`src/rtl/lifo_pkg.sv`:
```
// Shared operation encoding and modulo pointer helpers for the LIFO.
package lifo_pkg;

  typedef enum logic [2:0] {
    OP_IDLE,
    OP_FLUSH,
    OP_REPLACE,
    OP_PUSH,
    OP_POP
  } lifo_op_e;

  function automatic int unsigned wrap_inc(input int unsigned p, input int unsigned n);
    return (p == n - 1) ? 0 : p + 1;
  endfunction

  function automatic int unsigned wrap_dec(input int unsigned p, input int unsigned n);
    return (p == 0) ? n - 1 : p - 1;
  endfunction

endpackage

```
`src/rtl/lifo_mem.sv`:
```
// LIFO storage: DEPTH x WIDTH, one synchronous write port, one asynchronous read port.
// No reset; the controller masks stale contents via its entry count.
module lifo_mem #(
  parameter int WIDTH = 32,
  parameter int DEPTH = 8,
  parameter int PTR_W = $clog2(DEPTH)
) (
  input  logic             clk,
  input  logic             i_we,
  input  logic [PTR_W-1:0] i_waddr,
  input  logic [WIDTH-1:0] i_wdata,
  input  logic [PTR_W-1:0] i_raddr,
  output logic [WIDTH-1:0] o_rdata
);

  logic [WIDTH-1:0] r_mem [DEPTH];

  always_ff @(posedge clk) begin
    if (i_we) r_mem[i_waddr] <= i_wdata;
  end

  assign o_rdata = r_mem[i_raddr];

endmodule

```
`src/rtl/lifo.sv`:
```
// LIFO controller: stack pointer, entry count and overflow/underflow flags.
// r_sp addresses the next free slot; the top entry sits one slot below, modulo DEPTH.
module lifo
  import lifo_pkg::*;
#(
  parameter int WIDTH = 32,
  parameter int DEPTH = 8,
  parameter int WRAP  = 0
) (
  input  logic                       clk,
  input  logic                       rst,
  input  logic                       push,
  input  logic                       pop,
  input  logic                       flush,
  input  logic [WIDTH-1:0]           din,
  output logic [WIDTH-1:0]           dout,
  output logic [$clog2(DEPTH+1)-1:0] count,
  output logic                       empty,
  output logic                       full,
  output logic                       ovf,
  output logic                       unf
);

  localparam int PTR_W = $clog2(DEPTH);
  localparam int CNT_W = $clog2(DEPTH + 1);

  logic [PTR_W-1:0] r_sp;
  logic [CNT_W-1:0] r_count;
  logic             r_ovf;
  logic             r_unf;

  lifo_op_e         w_op;
  logic [PTR_W-1:0] w_sp_inc;
  logic [PTR_W-1:0] w_top;
  logic [PTR_W-1:0] w_sp_nxt;
  logic [CNT_W-1:0] w_cnt_nxt;
  logic             w_ovf_nxt;
  logic             w_unf_nxt;
  logic             w_we;
  logic [PTR_W-1:0] w_waddr;
  logic [WIDTH-1:0] w_rdata;
  logic             w_empty;
  logic             w_full;

  assign w_empty  = (r_count == '0);
  assign w_full   = (r_count == CNT_W'(DEPTH));
  assign w_sp_inc = PTR_W'(wrap_inc(32'(r_sp), DEPTH));
  assign w_top    = PTR_W'(wrap_dec(32'(r_sp), DEPTH));

  always_comb begin
    w_op = OP_IDLE;
    if (flush)              w_op = OP_FLUSH;
    else if (push && pop)   w_op = w_empty ? OP_PUSH : OP_REPLACE;
    else if (push)          w_op = OP_PUSH;
    else if (pop)           w_op = OP_POP;
  end

  always_comb begin
    w_sp_nxt  = r_sp;
    w_cnt_nxt = r_count;
    w_ovf_nxt = 1'b0;
    w_unf_nxt = 1'b0;
    w_we      = 1'b0;
    w_waddr   = r_sp;
    unique case (w_op)
      OP_FLUSH: begin
        w_sp_nxt  = '0;
        w_cnt_nxt = '0;
      end
      OP_REPLACE: begin
        w_we    = 1'b1;
        w_waddr = w_top;
      end
      OP_PUSH: begin
        if (!w_full) begin
          w_we      = 1'b1;
          w_sp_nxt  = w_sp_inc;
          w_cnt_nxt = r_count + CNT_W'(1);
        end else begin
          w_ovf_nxt = 1'b1;
          // In circular mode the free slot above the top is the oldest entry.
          if (WRAP != 0) begin
            w_we     = 1'b1;
            w_sp_nxt = w_sp_inc;
          end
        end
      end
      OP_POP: begin
        if (!w_empty) begin
          w_sp_nxt  = w_top;
          w_cnt_nxt = r_count - CNT_W'(1);
        end else begin
          w_unf_nxt = 1'b1;
        end
      end
      default: ;
    endcase
  end

  always_ff @(posedge clk or posedge rst) begin
    if (rst) begin
      r_sp    <= '0;
      r_count <= '0;
      r_ovf   <= 1'b0;
      r_unf   <= 1'b0;
    end else begin
      r_sp    <= w_sp_nxt;
      r_count <= w_cnt_nxt;
      r_ovf   <= w_ovf_nxt;
      r_unf   <= w_unf_nxt;
    end
  end

  lifo_mem #(
    .WIDTH (WIDTH),
    .DEPTH (DEPTH),
    .PTR_W (PTR_W)
  ) u_mem (
    .clk     (clk),
    .i_we    (w_we),
    .i_waddr (w_waddr),
    .i_wdata (din),
    .i_raddr (w_top),
    .o_rdata (w_rdata)
  );

  assign dout  = w_empty ? '0 : w_rdata;
  assign count = r_count;
  assign empty = w_empty;
  assign full  = w_full;
  assign ovf   = r_ovf;
  assign unf   = r_unf;

endmodule

```
`config.mk`:
```
export PLATFORM = sky130hd
export DESIGN_NAME = lifo
export DESIGN_NICKNAME = d
export VERILOG_FILES = /design/src/rtl/lifo_pkg.sv /design/src/rtl/lifo_mem.sv /design/src/rtl/lifo.sv
export SDC_FILE = /design/constraint.sdc
export NUM_CORES = 1
export LEC_CHECK = 0
export BUFFER_PORTS_ARGS = -buffer_cell sky130_fd_sc_hd__buf_2
export CORE_MARGIN = 4
export CORE_UTILIZATION = 30
export CTS_BUF_LIST = sky130_fd_sc_hd__clkbuf_2 sky130_fd_sc_hd__clkbuf_4 sky130_fd_sc_hd__clkbuf_8
export DETAILED_ROUTE_END_ITERATION = 8
export PLACE_DENSITY = 0.51
export SYNTH_ARGS = -nofsm -noshare
export SYNTH_HDL_FRONTEND = slang
export SYNTH_SLANG_ARGS = --single-unit
```
`constraint.sdc`:
```
create_clock -name clk -period 4.5 [get_ports clk]
set_clock_uncertainty 0.1 [all_clocks]
set_input_delay 0.9 -clock clk [delete_from_list [all_inputs] [get_ports clk]]
set_output_delay 0.9 -clock clk [all_outputs]
set_load 0.1 [all_outputs]
```
==> flow_summary.toml <==
[clocking]
cts_hold_buf = 0
clk_path_buf_depth = 3
clk_pin_slew_worst_paths_ns = 0.06
ctsHtreeMaxLevel = 2
cts_num_sinks = 265
cts_tree = "built"
cts_inserted_buffers = 44
clock_insertion_delay_worst_skew_ns = 0.54
cts.repair_timing.setup_buffer_count = 0
ctsRootBufferMaster = "sky130_fd_sc_hd__clkbuf_8"
ctsResizeCount = 0

[routing]
route.detailed.drc = 0
dr.pass1.iters = 4
wl_per_cell_um = 21.6
detail_route.wirelength_um = 23200
detailroute.via_count = 5168
drt_iter0_drc = 329
ant_nets = 0
vias_per_cell = 4.81

[synth]
synth_edf_count = 256
synth_top_area_share_pct = 73.7
proportion_of_register_bits_with_asynchronous_set_or_reset_after_synthesis_pct = 3.40
synthDominantAreaCellType = "sky130_fd_sc_hd__edfxtp_1"
post_synth_main_area_contributors = "sky130_fd_sc_hd__edfxtp_1 (74%), sky130_fd_sc_hd__mux4_2 (12%), sky130_fd_sc_hd__a22o_1 (2.7%), sky130_fd_sc_hd__dfrtp_1 (2.2%), sky130_fd_sc_hd__mux4_1 (2.0%)"
syn-mean-instance-area_um2 = 22.1
synth-seq-cells = 265
seq_area_frac_synth_pct = 75.9
ys_types = 42
synthesis.yosys.warnings = 0
syn_inst = 472
synth_nets = 515
synth-main-ff-cell = "sky130_fd_sc_hd__edfxtp_1"
cell_area_after_synthesis_um2 = 10400

[die]
dieWidth_um = 194
die_h_um = 194
std_cell_rows = 68
dieArea_um2 = 37800
core_area_um2 = 34400
boundaryPins = 77
initial_core_util_pct = 30.3

[global_routing]
initial_antenna_violation_count = 2
groute.usage.overall_pct = 12.2
grt_start_max_net_pins = 69
grt_pass1_vias = 5617
grt_pass1_wl_um = 34900
overflow = 0

[timing]
grt_setup_unrepaired = "no"
timing.final.crit_period_ns = 4.05
finalHoldViolCount = 0
fin_crit_sh_pct = 90.1
max_slew.worst_pin.slew_ns = 1.01
finalMaxSlewViolations = 0
worst_slack_ns = 0.447
worst_slew_margin_rel_pct = 33.0
totalNegativeSetupSlack_ns = 0
report.final.setup_viol = 0
fmaxAchievable_mhz = 247

[worst_setup_path]
crit_path_top_delay_cell = "sky130_fd_sc_hd__and2_2"
required_time_reported_for_the_critical_path_endpoint_ns = 3.50
crit_path_end_kind = "output pin"
worstPathMaxFanout = 19
critical-path-top-delay-family = "compound AO/OA/AOI/OAI gates"
worstPathCellList = "inv_2 -> ha_1 -> nor3_1 -> a21oi_1 -> and2_2 -> buf_12 -> a22o_1 -> buf_12"
critical_path_buf_inv_count = 3
timing_worst_setup_path_type = "reg -> out"
crit_arrival_ns = 3.05
start_kind = "flip-flop"
cp_common_cell = "sky130_fd_sc_hd__buf_12"
max_stage_delay_ns = 0.53

[placed_design]
preCtsSetupSlack_ns = 0.980
hpwlAfterDp_um = 13600
gp_routability_congestion = 0.709
quantity_of_i_o_buffers_inserted_on_ports = 76

[job]
maxCapViolCount = 0

[cells_and_area]
antenna_cells_inserted = 0
syn2layout_area_growth_pct = 22.6
finish.net_count = 629
final_util_pct = 37.2
layout-drive-gt1-share_pct = 38.4

[outcome]
outcome = "finished clean"

[hold_path]
hold_class = "in -> async"
flip-flops by register name, summed over array words and instances, names as in the netlist:
name	count
u_mem.r_mem	256
unf	1
r_sp	3
count	4
ovf	1
kinds of logic (layout without fill, tap and decap cells):
family / Yosys count / after routing / synth area share [%]
buf+inv: 35 / 183 / 2.05
fa+ha+maj: 6 / 6 / 0.720
flops: 265 / 265 / 75.9
xor+xnor: 4 / 4 / 0.336
compound gates: 57 / 57 / 4.57
simple gates: 36 / 36 / 1.81
mux: 69 / 69 / 14.6
per-stage QoR:
step | cell area [um^2] | hold slack, ns | cells
floorplan | 10400 | 0.459 | 472
global placement | 12000 | 0.519 | 995
detailed placement | 12000 | 0.519 | 995
CTS | 12800 | 0.213 | 1075
global route | 12800 | 0.240 | 1075
finish | 12800 | 0.227 | 1075
per-layer routing:
metal	GRT usage, %	wire length, um	up-vias
met5	0	27	-
met4	3.75	444	4
met3	3.03	1280	44
met2	20.4	11800	163
met1	15.7	9730	2706
li1	-	-	2251
cells in the mapped netlist, types with 3 or more instances:
master                     number
sky130_fd_sc_hd__a22o_1        32
sky130_fd_sc_hd__inv_2          3
sky130_fd_sc_hd__mux4_1         8
sky130_fd_sc_hd__buf_6         10
sky130_fd_sc_hd__a32oi_1        3
sky130_fd_sc_hd__mux2i_1        4
sky130_fd_sc_hd__clkbuf_1      11
sky130_fd_sc_hd__dfrtp_1        9
sky130_fd_sc_hd__nor3_1        10
sky130_fd_sc_hd__xnor2_1        3
sky130_fd_sc_hd__edfxtp_1     256
sky130_fd_sc_hd__o21ai_0        3
sky130_fd_sc_hd__ha_1           6
sky130_fd_sc_hd__buf_2          6
sky130_fd_sc_hd__inv_1          5
sky130_fd_sc_hd__a21oi_1        5
sky130_fd_sc_hd__mux4_2        56
sky130_fd_sc_hd__nor2_1        12
layout by cell type (no fill, tap or decap), types with 2 or more instances in the layout:
master                       count
sky130_fd_sc_hd__a21o_1          2
sky130_fd_sc_hd__a21oi_1         5
sky130_fd_sc_hd__a22o_1         32
sky130_fd_sc_hd__a31oi_1         2
sky130_fd_sc_hd__a32oi_1         3
sky130_fd_sc_hd__buf_12         37
sky130_fd_sc_hd__buf_2          44
sky130_fd_sc_hd__buf_4          14
sky130_fd_sc_hd__clkbuf_4       10
sky130_fd_sc_hd__clkbuf_8       44
sky130_fd_sc_hd__clkinv_1       14
sky130_fd_sc_hd__clkinv_2        7
sky130_fd_sc_hd__clkinvlp_4      3
sky130_fd_sc_hd__dfrtp_1         8
sky130_fd_sc_hd__edfxtp_1      256
sky130_fd_sc_hd__ha_1            5
sky130_fd_sc_hd__inv_1           5
sky130_fd_sc_hd__inv_2           3
sky130_fd_sc_hd__mux2i_1         4
sky130_fd_sc_hd__mux4_1          8
sky130_fd_sc_hd__mux4_2         56
sky130_fd_sc_hd__nand2_1         2
sky130_fd_sc_hd__nand2b_1        2
sky130_fd_sc_hd__nor2_1         11
sky130_fd_sc_hd__nor3_1          2
sky130_fd_sc_hd__nor3_2          4
sky130_fd_sc_hd__nor3_4          4
sky130_fd_sc_hd__nor4_1          2
sky130_fd_sc_hd__o21ai_0         3
sky130_fd_sc_hd__xnor2_1         3
layout make-up:
| class | instances | area, um^2 |
|---|---|---|
| Fill cell | 3165 | 21600 |
| Sequential cell | 265 | 7910 |
| Multi-Input combinational cell | 172 | 2390 |
| Timing Repair Buffer | 95 | 1070 |
| Clock buffer | 54 | 681 |
| Tap cell | 455 | 569 |
| Clock inverter | 26 | 130 |
| Inverter | 8 | 30.0 |
path summary, 6_finish.rpt:
path                           from                 end  slack (ns)  cells past startpoint
hold / removal                  rst            count[0]        0.23                      2
max in group asynchronous       rst             r_sp[0]        3.76                      2
min in group clk             din[8]   u_mem.r_mem[2][8]        0.51                      1
setup reg to reg           count[1]  u_mem.r_mem[7][28]        1.27                      5
setup / recovery            r_sp[0]            dout[31]        0.45                      8
hold reg to reg             r_sp[0]             r_sp[0]        0.53                      2
Power is left out: the tool's default activity adds up to more than one toggle a clock period on the data nets, which glitch-free logic cannot reach.
